--- src/rtl/delay_meas.sv ---
// Measures loop-back delay of a calibration pulse: after a trig rising edge, scans
// incoming sample words for the first lane above threshold and reports {cycle, lane}.
module delay_meas #(
  parameter int unsigned NUM_LANES = 16,
  parameter int unsigned SAMPLE_W  = 16,
  parameter int unsigned CNT_W     = 16
) (
  input  logic                            clk,
  input  logic                            rst,
  input  logic                            trig,
  input  logic [NUM_LANES*SAMPLE_W-1:0]   adc_word,
  input  logic signed [SAMPLE_W-1:0]      threshold,
  input  logic [CNT_W-1:0]                timeout,
  output logic [CNT_W+3:0]                delay_out,
  output logic                            valid,
  output logic                            timed_out,
  output logic                            busy
);

  localparam int unsigned LANE_W = 4;
  localparam int unsigned OUT_W  = CNT_W + LANE_W;

  typedef enum logic [1:0] {IDLE, MEAS, DONE} state_t;

  state_t                     state, state_d;
  logic                       trig_q;
  logic [CNT_W-1:0]           cnt, cnt_d;
  logic [OUT_W-1:0]           delay_d;
  logic                       valid_d, timed_out_d;
  logic signed [SAMPLE_W-1:0] thr_q, thr_d;
  logic [CNT_W-1:0]           to_q, to_d;
  logic                       rise;
  logic                       hit;
  logic [LANE_W-1:0]          hit_lane;

  assign rise = trig & ~trig_q;

  // Lowest-index lane strictly above the captured threshold wins.
  always_comb begin
    hit      = 1'b0;
    hit_lane = '0;
    for (int k = NUM_LANES - 1; k >= 0; k--) begin
      if ($signed(adc_word[k*SAMPLE_W +: SAMPLE_W]) > thr_q) begin
        hit      = 1'b1;
        hit_lane = LANE_W'(k);
      end
    end
  end

  always_comb begin
    state_d     = state;
    cnt_d       = cnt;
    delay_d     = delay_out;
    valid_d     = valid;
    timed_out_d = timed_out;
    thr_d       = thr_q;
    to_d        = to_q;
    case (state)
      IDLE, DONE: begin
        if (rise) begin
          state_d     = MEAS;
          thr_d       = threshold;
          to_d        = timeout;
          cnt_d       = '0;
          valid_d     = 1'b0;
          timed_out_d = 1'b0;
        end
      end
      MEAS: begin
        // A hit on the last permitted word still counts as a detection.
        if (hit) begin
          delay_d = {cnt, hit_lane};
          valid_d = 1'b1;
          state_d = DONE;
        end else if (cnt == to_q) begin
          delay_d     = '1;
          timed_out_d = 1'b1;
          valid_d     = 1'b0;
          state_d     = DONE;
        end else begin
          cnt_d = cnt + CNT_W'(1);
        end
      end
      default: state_d = IDLE;
    endcase
  end

  always_ff @(posedge clk or negedge rst) begin
    if (!rst) begin
      state     <= IDLE;
      trig_q    <= 1'b0;
      cnt       <= '0;
      delay_out <= '0;
      valid     <= 1'b0;
      timed_out <= 1'b0;
      busy      <= 1'b0;
      thr_q     <= '0;
      to_q      <= '0;
    end else begin
      state     <= state_d;
      trig_q    <= trig;
      cnt       <= cnt_d;
      delay_out <= delay_d;
      valid     <= valid_d;
      timed_out <= timed_out_d;
      busy      <= (state_d == MEAS);
      thr_q     <= thr_d;
      to_q      <= to_d;
    end
  end

endmodule

--- config.mk ---
export PLATFORM = sky130hd
export DESIGN_NAME = delay_meas
export DESIGN_NICKNAME = d
export VERILOG_FILES = /design/src/rtl/delay_meas.sv
export SDC_FILE = /design/constraint.sdc
export NUM_CORES = 1
export LEC_CHECK = 0
export CAP_MARGIN = 20
export CORE_ASPECT_RATIO = 0.7
export CORE_MARGIN = 2
export CORE_UTILIZATION = 35
export DETAILED_ROUTE_END_ITERATION = 16
export GPL_ROUTABILITY_DRIVEN = 0
export PLACE_DENSITY_LB_ADDON = 0.1
export SYNTH_ARGS = -nofsm -noshare
export SYNTH_HDL_FRONTEND = slang
export SYNTH_SLANG_ARGS = --single-unit
--- constraint.sdc ---
create_clock -name clk -period 6.05 [get_ports clk]
set_input_delay 1.815 -clock clk [delete_from_list [all_inputs] [get_ports clk]]
set_output_delay 1.815 -clock clk [all_outputs]
set_load 0.05 [all_outputs]
==> results.sh <==
export IMPL_outcome="finished, final reports clean"
export IMPL_syn_to_final_growth_pct=42.5
export IMPL_hold_path_startpoint="timed_out"
export IMPL_cp_data_required_time_ps=6270
export IMPL_whs_ps=492
export IMPL_io_pins=314
export IMPL_vias=9514
export IMPL_slew_headroom_pct=23.0
export IMPL_yosysUniqueCellTypes=72
export IMPL_globalRouteTotalUtil_pct=25.6
export IMPL_core_area_um2=25900
export IMPL_dpl_hpwl_mm=28.5
export IMPL_postCtsSetupRepairBufs=0
export IMPL_maxCapViolCount=0
export IMPL_port_buffers=313
export IMPL_period_needed_ps=5180
export IMPL_setup_viol=0
export IMPL_pwr_density_cell_nw_per_um2=200
export IMPL_cts_path_max_buffers=2
export IMPL_yosys_warnings=0
export IMPL_rrSetupSlack_ps=1840
export IMPL_power_mw=2.64
export IMPL_synth_top_area_share_pct=34.6
export IMPL_worst_pin_slew_ps=1150
export IMPL_path_clk_slew_ps=60
export IMPL_start_util_pct=35.9
export IMPL_num_rows=49
export IMPL_ys_ff_latch=74
export IMPL_synth_top_area_cell="ha_1"
export IMPL_critPathMaxFanout=5
export IMPL_synth_area_leaders="ha_1, dfrtp_1, a21oi_1"
export IMPL_finalSetupTns_ps=0
export IMPL_r2r_start="thr_q[9]"
export IMPL_cts_root_buffer="clkbuf_16"
export IMPL_synthFlopType="dfrtp_1"
export IMPL_totalWireLength_mm=35.7
export IMPL_clock_skew_ps=4.93
export IMPL_hold_violations=0
export IMPL_rr_worst_depth=12
export IMPL_post_route_drc_count=0
export IMPL_hold_depth=2
export IMPL_clock_fmax_ghz=0.193
export IMPL_grt_antenna_before_repair=7
export IMPL_grt_pass1_wl_mm=54.5
export IMPL_grt_max_degree=43
export IMPL_crit_path_start_kind="input port"
export IMPL_grt_pass1_vias=9574
export IMPL_ir_worst_vdd_mv=0.114
export IMPL_regArea_um2=1850
export IMPL_end_kind="flop"
export IMPL_drtAntennaViolNets=0
export IMPL_r2r_end="delay_out[3]"
export IMPL_worst_ep_arrival_time_ps=5400
export IMPL_dieHeight_um=140
export IMPL_hp_class="flop to flop"
export IMPL_crit_type="input port to flop"
export IMPL_finalCritPeriodShare_pct=85.6
export IMPL_cellLeakagePower_nw=5.93
export IMPL_rsz0062_at_grt="no"
export IMPL_cts_buffers=9
export IMPL_yosysSeqAreaShare_pct=19.9
export IMPL_cts_resized=0
export IMPL_die_area_um2=27900
export IMPL_overflow=0
export IMPL_drt_iter0_drc=529
export IMPL_syn_area_per_cell_um2=8.67
export IMPL_wl_per_cell_um=20.3
export IMPL_htreeDepth=3
export IMPL_synth_area_um2=9290
export IMPL_syn_nets=1619
export IMPL_synth_edf_count=0
export IMPL_cts_sinks=74
export IMPL_cts_tree="done"
export IMPL_synth_cells=1071
export IMPL_slew_viol_final=0
export IMPL_drt_pass1_iter_count=5
export IMPL_clkLatencyLatePin_ps=330
export IMPL_via_per_inst=5.41
export IMPL_die_x_um=199
export IMPL_hold_path_endpoint="timed_out"
export IMPL_multi_input_area_um2=7190
export IMPL_async_flop_share_pct=100
export IMPL_num_fill_cells=2493
export IMPL_cts_hold_buf=0
export IMPL_nNetsFinal=1940
export IMPL_drive_gt1_share_pct=3.94
registers in the layout, summed over array words and instances (netlist names):
signal	count
delay_out	20
timed_out	1
valid	1
state	2
thr_q	16
cnt	16
busy	1
to_q	16
trig_q	1
cell usage after synthesis, drive strengths merged (3+ instances only):
cell type	n
ha	257
nand2	126
a21oi	120
dfrtp	74
nor2	55
nand4	53
inv	44
o21ai	43
a21o	22
nand3	21
nor2b	20
o211ai	17
xnor2	17
clkbuf	16
a211oi	15
and3	10
and4	10
nor3	10
nor4	10
a31o	9
and2	7
o21a	7
or3	7
buf	6
nand2b	6
or2	6
a2111o	4
a31oi	4
a41o	4
mux2	4
mux2i	4
o22ai	4
o31a	4
a2111oi	3
a211o	3
a221o	3
a221oi	3
a22oi	3
nand4b	3
o21bai	3
o31ai	3
o41ai	3
layout make-up:
cell class	count	share of cell area, %
well taps	357	3.38
clock buffers	12	1.86
clock inverters	3	0.303
diodes	4	0.0757
inverters	44	1.25
multi-input cells	931	54.3
flip-flops and latches	74	14.0
repair buffers	332	24.8
power by group:
group	switching (mW)	leakage, nW	total (mW)	internal (mW)
registers	0.0407	0.934	0.606	0.566
logic	0.857	4.85	1.51	0.654
clock network	0.195	0.142	0.522	0.327
layer usage:
layer | GRT usage (%) | vias up | share of wire [%]
met3 | 6.24 | 50 | 7.8
met2 | 39.3 | 329 | 43
met4 | 6.91 | 0 | 2.2
met5 | 0 | - | 0
li1 | - | 4751 | -
met1 | 35.7 | 4384 | 47
stage by stage:
step	instance area, um^2	util, %	setup slack, ps	instances
6_report	13200	51.1	868	1757
5_1_grt	13200	51.1	619	1756
4_1_cts	13200	51.0	906	1752
3_5_place_dp	12900	49.9	561	1737
3_3_place_gp	12900	49.9	638	1737
2_1_floorplan	9290	-	1220	1071
cells in the final DEF, fill, tap and decap left out, types with 4 or more instances in the layout:
cell type and n:
clkdlybuf4s50_1 312, ha_1 257, nand2_1 126, a21oi_1 120
dfrtp_1 74, nor2_1 54, nand4_1 53, inv_1 44
o21ai_0 42, a21o_1 22, nand3_1 21, nor2b_1 20
buf_4 18, o211ai_1 17, xnor2_1 17, a211oi_1 15
and3_1 10, nor3_1 9, and4_1 9, clkbuf_16 9
nor4_1 8, o21a_1 7, or3_1 7, and2_1 7
nand2b_1 6, a31o_1 5, diode_2 4, or2_2 4
a2111o_1 4, o31a_1 4, mux2i_1 4, a31oi_1 4
a31o_2 4, mux2_2 4, a41o_1 4
worst max-delay path by stage:
stage            startpoint      endpoint  slack (ps)  depth (start not counted)
6_report       adc_word[25]  delay_out[3]         870                         11
5_1_grt        adc_word[15]  delay_out[3]         620                         11
4_1_cts        adc_word[25]  delay_out[3]         910                         11
3_5_place_dp   adc_word[25]  delay_out[3]         560                         11
3_3_place_gp   adc_word[25]        cnt[9]         640                         12
2_1_floorplan  adc_word[25]       cnt[11]        1220                         11
cell families after synthesis:
family	synth area share, %
DFF	19.9
xor gates and xnor gates	1.60
buffers and inverters	2.80
muxes	0.916
adders and majority gates	34.6
AOI/OAI and AO/OA	20.8
and+or+nand+nor	19.3
critical path: stages:
cell and delay, ps:
clkdlybuf4s50_1 400, ha_1 320, a21o_1 190, a221o_1 320, a221o_1 380, a2111oi_4 300, o22ai_2 200, nor4b_2 500
nand4_1 320, o21ai_1 290, mux2_2 350
Note: power is estimated with default switching activity, not from simulation.
